$ cat src/rtl/spike_decoder_pkg.sv
// Shared types and helpers for the spike decoder: FSM states, width helpers
// and the saturating increment used by the per-neuron counters.
package spike_decoder_pkg;

   typedef enum logic [1:0] {
      IDLE  = 2'd0,
      ACCUM = 2'd1,
      SCAN  = 2'd2,
      DONE  = 2'd3
   } state_t;

   function automatic int cls_width(input int num_outputs);
      return $clog2(num_outputs);
   endfunction

   // Step counter must be able to hold the value TIME_STEPS itself.
   function automatic int step_width(input int time_steps);
      return (time_steps < 2) ? 1 : $clog2(time_steps + 1);
   endfunction

   function automatic logic [31:0] sat_inc(input logic [31:0] value, input int width);
      logic [31:0] max_value;
      max_value = (32'd1 << width) - 32'd1;
      return (value == max_value) ? value : value + 32'd1;
   endfunction

endpackage

$ cat src/rtl/spike_count_bank.sv
// Bank of NUM_OUTPUTS saturating spike counters with a single combinational
// read port; clear has priority over increment.
module spike_count_bank
   import spike_decoder_pkg::*;
#(
   parameter int NUM_OUTPUTS = 10,
   parameter int CNT_W       = 8,
   parameter int CLS_W       = cls_width(NUM_OUTPUTS)
) (
   input  logic                   clk,
   input  logic                   rst_n,
   input  logic                   clear,
   input  logic                   inc_en,
   input  logic [NUM_OUTPUTS-1:0] spikes,
   input  logic [CLS_W-1:0]       rd_idx,
   output logic [CNT_W-1:0]       rd_cnt
);

   logic [CNT_W-1:0] cnt [NUM_OUTPUTS];

   always_ff @(posedge clk or negedge rst_n) begin
      if (!rst_n) begin
         for (int i = 0; i < NUM_OUTPUTS; i++) cnt[i] <= '0;
      end else if (clear) begin
         for (int i = 0; i < NUM_OUTPUTS; i++) cnt[i] <= '0;
      end else if (inc_en) begin
         for (int i = 0; i < NUM_OUTPUTS; i++) begin
            if (spikes[i]) cnt[i] <= CNT_W'(sat_inc(32'(cnt[i]), CNT_W));
         end
      end
   end

   // Index range guard only matters when NUM_OUTPUTS is not a power of two.
   always_comb begin
      rd_cnt = '0;
      if (32'(rd_idx) < NUM_OUTPUTS) rd_cnt = cnt[rd_idx];
   end

endmodule

$ cat src/rtl/spike_decoder.sv
// Counts output-layer spikes over a window, then scans serially for the
// argmax and presents the winning class under a valid/ready handshake.
module spike_decoder
   import spike_decoder_pkg::*;
#(
   parameter int NUM_OUTPUTS = 10,
   parameter int TIME_STEPS  = 100,
   parameter int CNT_W       = 8,
   parameter int CLS_W       = cls_width(NUM_OUTPUTS)
) (
   input  logic                   clk,
   input  logic                   rst_n,
   input  logic                   start,
   input  logic [NUM_OUTPUTS-1:0] spike_in,
   input  logic                   spike_valid,
   output logic                   busy,
   output logic [CLS_W-1:0]       class_id,
   output logic [CNT_W-1:0]       max_count,
   output logic                   no_spike,
   output logic                   class_valid,
   input  logic                   class_ready
);

   localparam int STEP_W = step_width(TIME_STEPS);

   state_t            state, next_state;
   logic [STEP_W-1:0] step_cnt;
   logic [CLS_W-1:0]  scan_idx;
   logic [CLS_W-1:0]  best_idx;
   logic [CNT_W-1:0]  best_cnt;
   logic [CNT_W-1:0]  rd_cnt;
   logic              clear;
   logic              inc_en;
   logic              last_step;
   logic              last_idx;

   assign last_step = (step_cnt == STEP_W'(TIME_STEPS - 1));
   assign last_idx  = (scan_idx == CLS_W'(NUM_OUTPUTS - 1));

   spike_count_bank #(
      .NUM_OUTPUTS (NUM_OUTPUTS),
      .CNT_W       (CNT_W),
      .CLS_W       (CLS_W)
   ) u_bank (
      .clk    (clk),
      .rst_n  (rst_n),
      .clear  (clear),
      .inc_en (inc_en),
      .spikes (spike_in),
      .rd_idx (scan_idx),
      .rd_cnt (rd_cnt)
   );

   always_ff @(posedge clk or negedge rst_n) begin
      if (!rst_n) state <= IDLE;
      else        state <= next_state;
   end

   always_comb begin
      next_state  = state;
      clear       = 1'b0;
      inc_en      = 1'b0;
      busy        = (state != IDLE);
      class_valid = (state == DONE);
      case (state)
         IDLE: begin
            if (start) begin
               clear      = 1'b1;
               next_state = ACCUM;
            end
         end
         ACCUM: begin
            if (spike_valid) begin
               inc_en = 1'b1;
               if (last_step) next_state = SCAN;
            end
         end
         SCAN: begin
            if (last_idx) next_state = DONE;
         end
         DONE: begin
            if (class_ready) next_state = IDLE;
         end
         default: next_state = IDLE;
      endcase
   end

   always_ff @(posedge clk or negedge rst_n) begin
      if (!rst_n)      step_cnt <= '0;
      else if (clear)  step_cnt <= '0;
      else if (inc_en) step_cnt <= step_cnt + 1'b1;
   end

   always_ff @(posedge clk or negedge rst_n) begin
      if (!rst_n)              scan_idx <= '0;
      else if (state != SCAN)  scan_idx <= '0;
      else if (!last_idx)      scan_idx <= scan_idx + 1'b1;
   end

   // Strict greater-than keeps the lowest index on ties.
   always_ff @(posedge clk or negedge rst_n) begin
      if (!rst_n) begin
         best_idx <= '0;
         best_cnt <= '0;
      end else if (state == SCAN) begin
         if (scan_idx == '0 || rd_cnt > best_cnt) begin
            best_idx <= scan_idx;
            best_cnt <= rd_cnt;
         end
      end
   end

   assign class_id  = best_idx;
   assign max_count = best_cnt;
   assign no_spike  = class_valid && (best_cnt == '0);

endmodule

$ cat config.mk
export PLATFORM = sky130hd
export DESIGN_NAME = spike_decoder
export DESIGN_NICKNAME = d
export VERILOG_FILES = /design/src/rtl/spike_decoder_pkg.sv /design/src/rtl/spike_count_bank.sv /design/src/rtl/spike_decoder.sv
export SDC_FILE = /design/constraint.sdc
export NUM_CORES = 1
export LEC_CHECK = 0
export CAP_MARGIN = 20
export CORE_ASPECT_RATIO = 1.75
export CORE_MARGIN = 3
export CORE_UTILIZATION = 50
export DETAILED_ROUTE_END_ITERATION = 10
export PLACE_DENSITY = 0.65
export SLEW_MARGIN = 20
export SYNTH_ARGS = -nofsm -noshare
export SYNTH_HDL_FRONTEND = slang
export SYNTH_SLANG_ARGS = --single-unit
$ cat constraint.sdc
create_clock -name clk -period 5.8 [get_ports clk]
set_input_delay 0.87 -clock clk [delete_from_list [all_inputs] [get_ports clk]]
set_output_delay 0.87 -clock clk [all_outputs]
set_load 0.01 [all_outputs]
==> results of run 1 <==
==> metal layers <==
metal	part of all wire	wire [microns]	track usage
met1	0.42	5970	0.289
met2	0.53	7530	0.392
met3	0.031	434	0.0276
met4	0.018	260	0.0738
met5	0	0	0
==> area by class of cell <==
cell class / count / area (sq um) / share of cell area
Sequential cell: 105 / 2630 / 0.391
Timing Repair Buffer: 31 / 303 / 0.0450
Multi-Input combinational cell: 470 / 3270 / 0.486
Clock buffer: 11 / 253 / 0.0376
Inverter: 17 / 63.8 / 0.00948
Clock inverter: 5 / 38.8 / 0.00576
Tap cell: 135 / 169 / 0.0251
==> metrics by stage <==
step / cells / power [mW]
detailed placement: 758 / 2.00
finish: 774 / 2.60
global placement: 758 / 1.96
floorplan: 614 / 1.71
global route: 774 / 2.76
CTS: 774 / 2.61
==> sequential cells by signal, indices dropped and copies added (netlist names) <==
signal / cells
u_bank.cnt: 80
step_cnt: 7
class_id: 4
scan_idx: 4
state: 2
max_count: 8
==> worst paths after layout <==
kind	from	end	slack, ps	cells after the start
max	scan_idx[1]	class_id[2]	2250	8
min	class_id[0]	class_id[0]	530	1
max reg2reg	scan_idx[1]	class_id[2]	2250	8
min reg2reg	class_id[0]	class_id[0]	530	1
max in group asynchronous	rst_n	u_bank.cnt[48]	4120	2
min in group asynchronous	rst_n	u_bank.cnt[43]	610	1
==> power groups by stage <==
stage	clock [mW]	sequential, mW	combinational [mW]
final	0.600	1.15	0.849
after global routing	0.635	1.17	0.948
after CTS	0.612	1.15	0.850
after detailed placement	0	1.16	0.845
after global placement	0	1.15	0.810
after floorplan	0	1.05	0.661
==> placed cells by master (no fill, tap or decap), drive strengths merged, types with 5 or more instances in the layout <==
cell	count
nand2b	6
nand2	32
nor2	89
a21oi	15
dfrtp	105
nor3	9
a211o	7
mux2i	49
inv	18
nand3	43
xnor2	22
o21bai	5
xor2	41
and2	10
a311oi	6
o22ai	16
and3	9
clkbuf	11
o2111ai	6
or3	9
nand4	13
o21ai	9
mux2	20
ha	27
clkdlybuf4s50	28
==> logic make-up (layout without fill, tap and decap cells) <==
| family | count (synthesis) | count (layout) | share of synthesized area |
|---|---|---|---|
| AOI/OAI and AO/OA | 77 | 77 | 0.0880 |
| muxes | 69 | 69 | 0.118 |
| xor gates and xnor gates | 63 | 63 | 0.0909 |
| buffers and inverters | 39 | 64 | 0.0295 |
| and+or+nand+nor | 234 | 234 | 0.186 |
| DFF | 105 | 105 | 0.433 |
| adders and majority gates | 27 | 27 | 0.0556 |
==> results.yml, run 1 <==
sta:
  hold_viol_final: 0
  fin_crit_sh: 0.612
  slew_viol_final: 0
  tns_ps: 0
  holdWs_ps: 525
  fin_crit_ps: 3550
  maxSlewHeadroom: 0.346
  worst_slew_pin_slew_ps: 981
  fmax_ghz: 0.282
  rsz0062_at_grt: "no"
  fin_worst_skew_ps: 8.17
  finalSetupViolations: 0
  worst_slack_ps: 2250
power:
  p_sw_frac: 0.381
  pwr_density_cell_nw_per_um2: 386
  power_leakage_nw: 2.96
  pwr-share-clk: 0.231
  power_frac_seq: 0.442
  ir_worst_vdd_v: 0.000251
  p_sw_mw: 0.989
  intPower_mw: 1.61
  comb_power_share: 0.327
synthesis:
  synth_area_per_cell_sq_um: 9.89
  synth_flop_cell: "dfrtp_1"
  syn-instance-count: 614
  yosys-top-cells-count: "105 x dfrtp_1, 89 x nor2_1, 49 x mux2i_1"
  synth.most_common_cell: "dfrtp_1"
  ys_ff_latch: 105
  synth_warnings: 0
  synth_top_area_frac: 0.433
  synthArstFlopShare: 1.00
  yosys.area.top_type: "dfrtp_1"
  yosysSeqAreaShare: 0.433
  post_synth_instance_area_sq_um: 6070
  syn-num-nets: 656
  ys_top_cells_by_area: "dfrtp_1 43%, mux2i_1 8.1%, xor2_1 5.9%, ha_1 5.6%, nor2_1 5.5%"
  synth.distinct_cells: 45
  synth_edf_count: 0
placement:
  pre_cts_ws_ps: 1950
  dpl_cell_area_sq_um: 6430
  place_congestion: 0.872
  dpl.hpwl_microns: 10100
  io_buffer_count: 29
cells_and_area:
  final_area_sq_um: 6730
  nNetsFinal: 676
  syn2layout_area_growth_pct: 10.8
  diodes: 0
  final_util: 0.575
  fill_cells: 1061
  drive_above_1_share: 0.0767
critical_path:
  crit_arrival_ps: 3780
  worstPathCellList: "nor3_1, a211o_1, ha_1, nor2b_1, o211ai_1, a21o_1, a21oi_2, mux2_2"
  critPathMaxStageDelay_ps: 1010
  critPathMaxFanout: 37
  end_kind: "register"
  worstSetupPathType: "reg -> reg"
  cp_num_buf_inv: 0
  critPathSlowestCell: "dfrtp_2"
  cp-start-kind: "register"
  required_ps: 6030
  crit_family: "compound AO/OA/AOI/OAI gates"
routing:
  routed_wl_microns: 14200
  postRouteAntennaNets: 0
  firstDrtPassIters: 4
  wl_per_cell_microns: 18.3
  drtIter0Drc: 274
  drc: 0
  vias: 4667
  vias_per_cell: 6.03
die:
  die_w_microns: 89.3
  start_util: 0.519
  core_region_area_sq_um: 11700
  die_h_microns: 152
  die_area_sq_um: 13600
  num_io_pins: 30
  rows: 52
clock_network:
  cts_hold_buf: 0
  cts_inserted_buffers: 9
  cts_root_buffer: "clkbuf_16"
  cts_resized: 0
  cts_tree: "done"
  clk_latency_ps: 350
  cts_sinks: 105
  cts_setup_buffers: 0
  clockBufferDepth: 2
  htree_num_levels: 3
  clk_pin_slew_ps: 70
global_route:
  overflow: 0
  grt_pass1_wl_microns: 23800
  gr-usage-all-layers: 0.227
  antenna_found_initial: 0
  grt_max_degree: 64
  grt_pass1_vias: 4727
hold_path:
  hp-class: "reg -> reg"
flow_run:
  drv_cap: 0
outcome:
  outcome: "complete, no violations"
No activity file was read; power rests on OpenSTA's default activity.
==> run 2, diff against run 1 <==
==> constraint.sdc (replaced) <==
create_clock -name clk -period 3.3 [get_ports clk]
set_input_delay 0.495 -clock clk [delete_from_list [all_inputs] [get_ports clk]]
set_output_delay 0.495 -clock clk [all_outputs]
set_load 0.01 [all_outputs]
==> run 2 against run 1 <==
Against the previous run: non-clock buffer count up 13; sequential share of layout area is 0.80 points lower; critical path type unchanged; largest power group unchanged; wire length rose by 4.3%; clock power increased by 75%.
==> results.yml, run 2 (synthesized netlist as in run 1, its figures left out) <==
outcome:
  outcome: "complete, no violations"
clock_network:
  cts_tree: "done"
  clk_pin_slew_ps: 70
  cts_sinks: 105
  cts_inserted_buffers: 9
  clk_latency_ps: 350
  cts_hold_buf: 0
  clockBufferDepth: 2
  cts_setup_buffers: 0
  cts_root_buffer: "clkbuf_16"
  htree_num_levels: 3
  cts_resized: 1
die:
  rows: 52
  num_io_pins: 30
  core_region_area_sq_um: 11700
  die_area_sq_um: 13600
  die_w_microns: 89.3
  die_h_microns: 152
  start_util: 0.519
placement:
  io_buffer_count: 29
  dpl.hpwl_microns: 10700
  dp.cells: 771
  place_congestion: 0.939
sta:
  worst_slew_pin_slew_ps: 647
  fin_worst_skew_ps: 7.50
  fmax_ghz: 0.327
  tns_ps: 0
  hold_viol_final: 0
  fin_crit_ps: 3050
  finalSetupViolations: 0
  fin_crit_sh: 0.926
  slew_viol_final: 0
  maxSlewHeadroom: 0.567
  holdWs_ps: 109
  rsz0062_at_grt: "no"
critical_path:
  cp_num_buf_inv: 1
  r2r_setup_slack_ps: 250
  worstSetupPathType: "reg -> reg"
  crit_arrival_ps: 3280
  rr_worst_depth: 10
  critPathSlowestCell: "dfrtp_1"
  critPathMaxStageDelay_ps: 570
  end_kind: "register"
  rr_endpoint: "max_count[3]"
  cp-start-kind: "register"
  critPathMaxFanout: 12
  worstPathCellList: "inv_1, nand3_1, o22ai_1, a211o_1, ha_1, a21oi_1, nor2_1, a2111oi_2, a21oi_4, mux2_2"
  crit_family: "compound AO/OA/AOI/OAI gates"
  r2r_start: "scan_idx[0]"
  required_ps: 3530
cells_and_area:
  drive_above_1_share: 0.0891
  final_util: 0.587
  largest_register_ffs: 80
  final_cell_mix: "104 x dfrtp_1, 89 x nor2_1, 49 x mux2i_1, 43 x nand3_1, 41 x xor2_1"
  diodes: 0
  seq_area_sq_um: 2630
  instances_no_fill: 786
  layout_commonest_cell: "dfrtp_1"
  largest-register: "u_bank.cnt"
  syn2layout_area_growth_pct: 13.1
  nNetsFinal: 689
  fill_cells: 1019
  multi_input_area_sq_um: 3280
routing:
  wl_per_cell_microns: 18.8
  drtIter0Drc: 207
  vias_per_cell: 6.01
  drc: 0
  postRouteAntennaNets: 0
  firstDrtPassIters: 4
  vias: 4724
  routed_wl_microns: 14800
power:
  pwr_density_cell_nw_per_um2: 679
  power_leakage_nw: 3.04
  finalPower_mw: 4.67
  ir_worst_vdd_v: 0.000537
hold_path:
  hp-class: "in -> async"
global_route:
  gr-usage-all-layers: 0.235
  grt_max_degree: 71
  grt_pass1_wl_microns: 24500
  antenna_found_initial: 0
  overflow: 0
  grt_pass1_vias: 4837
flow_run:
  drv_cap: 0
==> run 2: area by class of cell <==
type                            instances  area share
Multi-Input combinational cell        470       0.477
Sequential cell                       105       0.383
Timing Repair Buffer                   44      0.0656
Clock buffer                           12      0.0344
Tap cell                              135      0.0246
Inverter                               17     0.00929
Clock inverter                          3     0.00619
==> run 2: metal layers <==
| metal | GRT usage | vias to the layer above | part of all wire |
|---|---|---|---|
| met2 | 0.417 | 83 | 0.54 |
| li1 | - | 2237 | - |
| met3 | 0.0325 | 15 | 0.026 |
| met1 | 0.287 | 2389 | 0.42 |
| met4 | 0.0760 | 0 | 0.017 |
| met5 | 0 | - | 0 |
==> run 2: worst max path at each step <==
stage	startpoint	depth (start not counted)	to	slack (ps)
detailed placement	scan_idx[0]	10	class_id[2]	-160
global placement	scan_idx[0]	10	max_count[4]	-70
CTS	scan_idx[0]	10	max_count[6]	140
finish	scan_idx[0]	10	max_count[3]	250
floorplan	scan_idx[0]	10	class_id[0]	420
global route	scan_idx[0]	10	max_count[7]	30
==> run 2: per-stage QoR <==
stage	setup WS [ps]	instance area (sq um)
floorplan	421	6070
global placement	-69.8	6580
detailed placement	-157	6580
CTS	136	6860
global route	29.1	6870
finish	245	6870
==> run 2: power by group <==
group | internal (mW) | switching (mW)
Combinational | 0.774 | 0.878
Sequential | 1.56 | 0.399
Clock | 0.585 | 0.469
Total | 2.92 | 1.75
==> run 3, diff against run 2 <==
--- a/config.mk
+++ b/config.mk
@@ -8,9 +8,9 @@
 export CAP_MARGIN = 20
 export CORE_ASPECT_RATIO = 1.75
 export CORE_MARGIN = 3
-export CORE_UTILIZATION = 50
+export CORE_UTILIZATION = 53
 export DETAILED_ROUTE_END_ITERATION = 10
-export PLACE_DENSITY = 0.65
+export PLACE_DENSITY = 0.69
 export SLEW_MARGIN = 20
 export SYNTH_ARGS = -nofsm -noshare
 export SYNTH_HDL_FRONTEND = slang
==> run 3 against run 2 <==
Against the previous run: final cell count down 0.76%; core utilization up 2.7 points; via count down 0.34%; critical path type unchanged; largest power group unchanged; critical endpoint is now max_count[2]; largest cell class unchanged; clock skew up 1.4 ps.
==> results.yml, run 3 (synthesized netlist as in run 1, its figures left out) <==
outcome:
  outcome: "complete, no violations"
clock_network:
  cts_inserted_buffers: 9
  cts_setup_buffers: 0
  htree_num_levels: 3
  cts_hold_buf: 0
  clk_latency_ps: 350
  clockBufferDepth: 2
  cts_tree: "done"
  cts_resized: 0
  cts_sinks: 105
  clk_pin_slew_ps: 70
  cts_root_buffer: "clkbuf_16"
die:
  core_region_area_sq_um: 11200
  die_area_sq_um: 12800
  num_io_pins: 30
  die_h_microns: 148
  rows: 51
  start_util: 0.544
  die_w_microns: 86.9
sta:
  maxSlewHeadroom: 0.481
  slew_viol_final: 0
  hold_viol_final: 0
  holdWs_ps: 210
  fin_crit_sh: 0.924
  fmax_ghz: 0.328
  worst_slack_ps: 249
  fin_crit_ps: 3050
  finalSetupViolations: 0
  fin_worst_skew_ps: 8.93
  worst_slew_pin_slew_ps: 779
  tns_ps: 0
  rsz0062_at_grt: "no"
cells_and_area:
  layout_commonest_cell: "dfrtp_1"
  fill_cells: 948
  largest_register_ffs: 80
  drive_above_1_share: 0.0895
  nNetsFinal: 685
  instances_no_fill: 780
  final_area_sq_um: 6850
  diodes: 0
  syn2layout_area_growth_pct: 12.8
  largest-register: "u_bank.cnt"
  final_cell_mix: "103 x dfrtp_1, 89 x nor2_1, 49 x mux2i_1, 43 x nand3_1, 41 x xor2_1"
flow_run:
  drv_cap: 0
global_route:
  grt_pass1_wl_microns: 23300
  overflow: 0
  gr-usage-all-layers: 0.230
  grt_pass1_vias: 4829
  grt_max_degree: 88
  antenna_found_initial: 0
power:
  power_frac_seq: 0.413
  ir_worst_vdd_v: 0.000641
  comb_power_share: 0.337
  intPower_mw: 2.99
  pwr-share-clk: 0.250
  power_leakage_nw: 3.03
  pwr_density_cell_nw_per_um2: 687
  p_sw_frac: 0.366
  p_sw_mw: 1.72
critical_path:
  crit_arrival_ps: 3280
  end_kind: "register"
  cp-start-kind: "register"
  critPathMaxFanout: 24
  worstSetupPathType: "reg -> reg"
  required_ps: 3530
routing:
  routed_wl_microns: 13800
  wl_per_cell_microns: 17.7
  firstDrtPassIters: 4
  vias: 4708
  drtIter0Drc: 213
  vias_per_cell: 6.04
  drc: 0
  postRouteAntennaNets: 0
placement:
  place_congestion: 0.878
  dpl.hpwl_microns: 9920
  io_buffer_count: 29
  pre_cts_ws_ps: 268
  dp.cells: 764
  dpl_cell_area_sq_um: 6520
hold_path:
  hp-class: "in -> async"
## run 3: cell type report
cell class                 count  area (sq um)  share of cell area
multi-input combinational    470          3270               0.477
clock inverter                 7           103              0.0150
clock buffer                   9           225              0.0329
tap                          132           165              0.0241
sequential                   105          2630               0.384
inverter                      17          63.8             0.00932
timing repair buffer          40           395              0.0577
## run 3: power by group through the flow
stage | combinational (mW) | clock [mW] | sequential [mW]
floorplan | 1.16 | 0 | 1.84
global placement | 1.53 | 0 | 1.95
detailed placement | 1.58 | 0 | 1.96
CTS | 1.60 | 1.20 | 1.94
global route | 1.78 | 1.26 | 1.99
finish | 1.59 | 1.18 | 1.94
## run 3: per-layer routing
| metal | global-route usage | wire [microns] | up-vias | share of wire |
|---|---|---|---|---|
| li1 | - | - | 2242 | - |
| met1 | 0.292 | 5890 | 2350 | 0.43 |
| met2 | 0.389 | 7020 | 86 | 0.51 |
| met3 | 0.0329 | 388 | 30 | 0.028 |
| met4 | 0.0897 | 483 | 0 | 0.035 |
| met5 | 0 | 0 | - | 0 |
## run 3: metrics by stage
stage | total power, mW | utilization
after global placement | 3.48 | 0.584
after detailed placement | 3.54 | 0.584
after CTS | 4.74 | 0.613
final | 4.71 | 0.613
after floorplan | 3.00 | -
after global routing | 5.03 | 0.613
## run 3: final timing paths
path,from,endpoint,slack [ps],depth (start not counted)
setup / recovery,scan_idx[1],max_count[2],250,11
hold / removal,rst_n,u_bank.cnt[42],210,1
setup reg to reg,scan_idx[1],max_count[2],250,11
hold reg to reg,class_id[2],class_id[2],530,1
max in group asynchronous,rst_n,u_bank.cnt[26],2290,2
min in group clk,class_id[2],class_id[2],530,1
## run 3: worst max-delay path: stages (launching register included)
cell	delay, ps
dfrtp_2	470
buf_12	240
mux2i_1	280
o22ai_1	190
a211o_1	330
ha_1	310
nor2b_1	130
o211ai_1	110
a21o_1	170
a21oi_1	170
buf_4	190
mux2_2	340
==> variant 1 (flow settings as in run 3) <==
One comparison of `step_cnt` changes from == to >=.
--- a/src/rtl/spike_decoder.sv
+++ b/src/rtl/spike_decoder.sv
@@ -35,5 +35,5 @@
    logic              last_idx;
 
-   assign last_step = (step_cnt == STEP_W'(TIME_STEPS - 1));
+   assign last_step = (step_cnt >= STEP_W'(TIME_STEPS - 1));
    assign last_idx  = (scan_idx == CLS_W'(NUM_OUTPUTS - 1));
 
Check against the original RTL: same outputs for any inputs over 10 cycles, from zero or initial values and one cycle with rst_n low; that may be too few to reach the edited logic, so the function may still have changed.
==> variant 1 against run 3 <==
  * Design area grew 0.88%
  * Sequential cell count is the same
  * Clock skew is essentially flat
  * Area after synthesis grew 0.49%
  * Sequential share of layout area shrank 0.35 points
  * Critical path depth shrank 1
  * Power grew 1.8%
  * Worst setup slack gained 63 ps
  * Count of clock-buffer cells in the layout is the same
  * Routed wire length grew 2.4%
  * Core utilization grew 0.54 points
  * Critical path type unchanged
==> variant 1: results (changes against run 3) <==
[status]
status=finished clean

[grt]
grt_pass1_vias=4499  ; -6.8%
grtUsageTotal_pct=23.13  ; +0.17 points
met1_usage_pct=27.52  ; -1.7 points
grt.met2_usage_pct=39.84  ; +0.99 points
grt_pass1_wl_microns=22940  ; -1.7%

[timing]
hold_slack_ps=182.6  ; -27.13 ps
fin_ws_ps=312.4  ; +63.22 ps
clock-skew-final_ps=9.322  ; +0.3964 ps

[critical_path]
r2r_cells=10  ; -1
cp_max_fo=12  ; -50%
worstPathArrival_ps=3220  ; -60 ps
worstReg2RegStart=scan_idx[0]

[placed_design]
pre_cts_slack_ps=336.5  ; +68.83 ps
dpl_cell_area_sq_um=6561  ; +0.61%
place_inst=746  ; -2.4%
dp_hpwl_microns=10520  ; +6.1%

[finish]
drive_gt1_share_pct=10.16  ; +1.2 points
clock_area_share_pct=5.052  ; +0.27 points
fillers=945  ; -0.32%
final-nonclk-buf-share_pct=5.830  ; +0.058 points
multi_input_gates=451  ; -4.0%
buffers_excl_clock=41  ; +2.5%
postLayoutCellArea_sq_um=6910  ; +0.88%

[logic_synthesis]
synthMuxAreaShare_pct=11.62  ; -0.16 points
synth_adder_area_share_pct=5.535  ; -0.027 points
synth-xor-area-share_pct=10.05  ; +0.96 points
synth-compound-area-share_pct=8.610  ; -0.19 points
ys_types=47  ; +4.4%
ys_top_cells_by_area=dfrtp_1 (43%), mux2i_1 (7.4%), xor2_1 (5.9%), ha_1 (5.5%), nor2_1 (5.4%)
postSynthCellCount=593  ; -3.4%

[pwr]
p_int_w=0.003064  ; +2.6%
vdd_drop_max_v=0.0004615  ; -28%
p_leak_nw=3.063  ; +1.2%

[detailed_routing]
wl_met3_microns=430  ; +11%
dr.first_iter.drc_count=271  ; +27%
vias=4562  ; -3.1%

-- variant 1: worst max-delay path by stage --
stage | start | endpoint | slack, ps | depth (start not counted)
after floorplan | scan_idx[1] | class_id[0] | 580 | 11
after global placement | scan_idx[0] | max_count[2] | 390 | 10
after detailed placement | scan_idx[1] | max_count[1] | 340 | 11
after CTS | scan_idx[1] | max_count[1] | 320 | 11
after global routing | scan_idx[1] | max_count[1] | 160 | 10
final | scan_idx[0] | max_count[1] | 310 | 10
-- variant 1: power groups by stage --
stage | registers [W] | logic, W | clock network (W)
2_1_floorplan | 0.00182 | 0.00121 | 0
3_3_place_gp | 0.00194 | 0.00158 | 0
3_5_place_dp | 0.00195 | 0.00163 | 0
4_1_cts | 0.00193 | 0.00164 | 0.00127
5_1_grt | 0.00198 | 0.00179 | 0.00131
6_report | 0.00193 | 0.00162 | 0.00124
==> variant 2 (flow settings as in run 3) <==
Without the edit above. `NUM_OUTPUTS` is set to 10 in 2 places; all go to 12.
--- a/src/rtl/spike_count_bank.sv
+++ b/src/rtl/spike_count_bank.sv
@@ -4,5 +4,5 @@
    import spike_decoder_pkg::*;
 #(
-   parameter int NUM_OUTPUTS = 10,
+   parameter int NUM_OUTPUTS = 12,
    parameter int CNT_W       = 8,
    parameter int CLS_W       = cls_width(NUM_OUTPUTS)
--- a/src/rtl/spike_decoder.sv
+++ b/src/rtl/spike_decoder.sv
@@ -4,5 +4,5 @@
    import spike_decoder_pkg::*;
 #(
-   parameter int NUM_OUTPUTS = 10,
+   parameter int NUM_OUTPUTS = 12,
    parameter int TIME_STEPS  = 100,
    parameter int CNT_W       = 8,
Ports: changed (resized spike_in); port bits go from 30 to 32. No check against the original RTL was run, so the function may have changed too.
==> variant 2 against run 3 <==
  * Power rose by 20%
  * Die area rose by 12%
  * Count of clock-buffer cells in the layout rose by 13
  * Design area rose by 15%
  * Critical endpoint is now max_count[4]
  * Largest power group unchanged
  * Area after synthesis rose by 13%
  * Worst setup slack got worse by 65 ps
  * Sequential share of layout area fell by 0.083 points
  * Routed wire length rose by 14%
  * Sequential cell count rose by 16
==> variant 2: results (changes against run 3) <==
[critical_path]
cp_max_fo=17  ; -29%
cp_slowest_cell=dfrtp_1
worstSetupEndpoint=max_count[4]
crit_family=flip-flops
regToRegSetupSlack_ps=180  ; -70 ps
worstReg2RegStart=scan_idx[1]
worstSetupEndpointType=flip-flop
worstPathArrival_ps=3400  ; +120 ps
r2r_cells=10  ; -1
worst-setup-path-type=reg -> reg
crit_path_max_incr_delay_ps=750  ; +280 ps

[clock_network]
cts_buffer_depth=2  ; unchanged
numCtsBuffers=17  ; +8
clk_pin_slew_ps=50  ; -20 ps
clk_latency_ps=410  ; +60 ps
clockRootBuffer=clkbuf_16
htree_levels=4  ; +1

[min_path]
hold_path_class=in -> async

[logic_synthesis]
ys_top_cells_by_area=dfrtp_1 (44%), mux4_2 (6.6%), nor2_1 (5.8%), xor2_1 (5.7%), xnor2_1 (5.6%)
synth_nets=696  ; +6.1%
yosysWarnings=0  ; unchanged
synthArstFlopShare_pct=100.0  ; unchanged
ys_types=52  ; +16%
synth_commonest_cells=dfrtp_1 (121), nor2_1 (106), xor2_1 (45)
ys_seq_area_share_pct=44.10  ; +0.83 points

[grt]
grt_pass1_wl_microns=26140  ; +12%
grt_pass1_vias=5038  ; +4.3%
grt_max_degree=104  ; +18%
antenna_found_initial=0  ; unchanged
grtUsageTotal_pct=23.64  ; +0.67 points

[placed_design]
port_buffers=31  ; +6.9%
place_congestion=0.9387  ; +7.0%
pre_cts_slack_ps=159.8  ; -107.9 ps
dp_hpwl_microns=11120  ; +12%

[detailed_routing]
dr.pass1.iters=5  ; +1
drt-total-wl_microns=15730  ; +14%
dr.first_iter.drc_count=308  ; +45%
via_per_inst=5.814  ; -3.7%

[pwr]
vdd_drop_max_v=0.0004587  ; -28%
p_leak_nw=3.564  ; +18%

[finish]
largest_register=u_bank.cnt
drive_gt1_share_pct=11.60  ; +2.7 points
largest_reg_flops=96  ; +20%
diodes=0  ; unchanged
final_nets=731  ; +6.7%

[timing]
fin_crit_sh_pct=94.43  ; +2.0 points
hold_viol_final=0  ; unchanged
clock-skew-final_ps=10.26  ; +1.333 ps
worst_slew_pin_slew_ps=763.4  ; -15.15 ps

[status]
status=finished clean

## variant 2: cell families (layout without fill, tap and decap cells)
| group | after synthesis | in the layout | share of synthesized area, % |
|---|---|---|---|
| AOI/OAI and AO/OA | 48 | 48 | 5.667 |
| xor gates and xnor gates | 89 | 89 | 11.35 |
| adders and majority gates | 28 | 28 | 5.102 |
| buffers and inverters | 44 | 91 | 3.043 |
| DFF | 121 | 121 | 44.10 |
| muxes | 49 | 49 | 11.95 |
| and+or+nand+nor | 272 | 272 | 18.79 |
## variant 2: where the power goes
group	leakage, nW	internal, W	switching (W)	total, W
combinational	1.65	0.000852	0.000866	0.00172
sequential	1.65	0.00180	0.000443	0.00224
clock	0.265	0.00106	0.000645	0.00171
## variant 2: final cells by class
| class | instances | area (sq um) |
|---|---|---|
| multi-input combinational | 486 | 3631 |
| fill | 1061 | 4663 |
| clock inverter | 9 | 75.07 |
| tap | 168 | 210.2 |
| clock buffer | 22 | 464.2 |
| timing repair buffer | 41 | 424.2 |
| inverter | 19 | 71.32 |
| sequential | 121 | 3028 |
## variant 2: worst min-delay path by stage
stage	start	to	slack, ps
final	rst_n	u_bank.cnt[94]	150
after global routing	rst_n	u_bank.cnt[94]	190
after CTS	rst_n	u_bank.cnt[94]	170
after detailed placement	class_id[1]	class_id[1]	490
after global placement	class_id[3]	class_id[3]	490
after floorplan	rst_n	class_id[0]	200
## variant 2: routing by layer
layer  GRT usage [%]  up-vias  wire [microns]
met5               0        -               0
met4           10.56        0             524
met3           4.089       34             510
met2           41.88      123            8494
met1           27.98     2512            6200
li1                -     2366               -
## variant 2: worst register-to-register path, stage by stage, from the launching register on
cell and delay [ps]:
dfrtp_1 750, buf_4 310, mux4_2 300, nand2_1 80
nand2_1 70, ha_1 330, a221oi_2 280, o21ai_1 120
o211ai_2 170, buf_4 230, mux2_2 360
## variant 2: repair_timing
item	CTS	global route
gates resized for setup	0	1
setup endpoints to repair	0	11
endpoints found under the hold margin	0	0
setup buffers	0	0
## variant 2: metrics by stage
step                instance area (sq um)  utilization, %  instances  power [W]
floorplan                            6867               -        651   0.003414
global placement                     7361           58.57        835   0.003901
detailed placement                   7361           58.57        835   0.003971
CTS                                  7900           62.86        866   0.005704
global route                         7904           62.89        866   0.006013
finish                               7904           62.89        866   0.005662
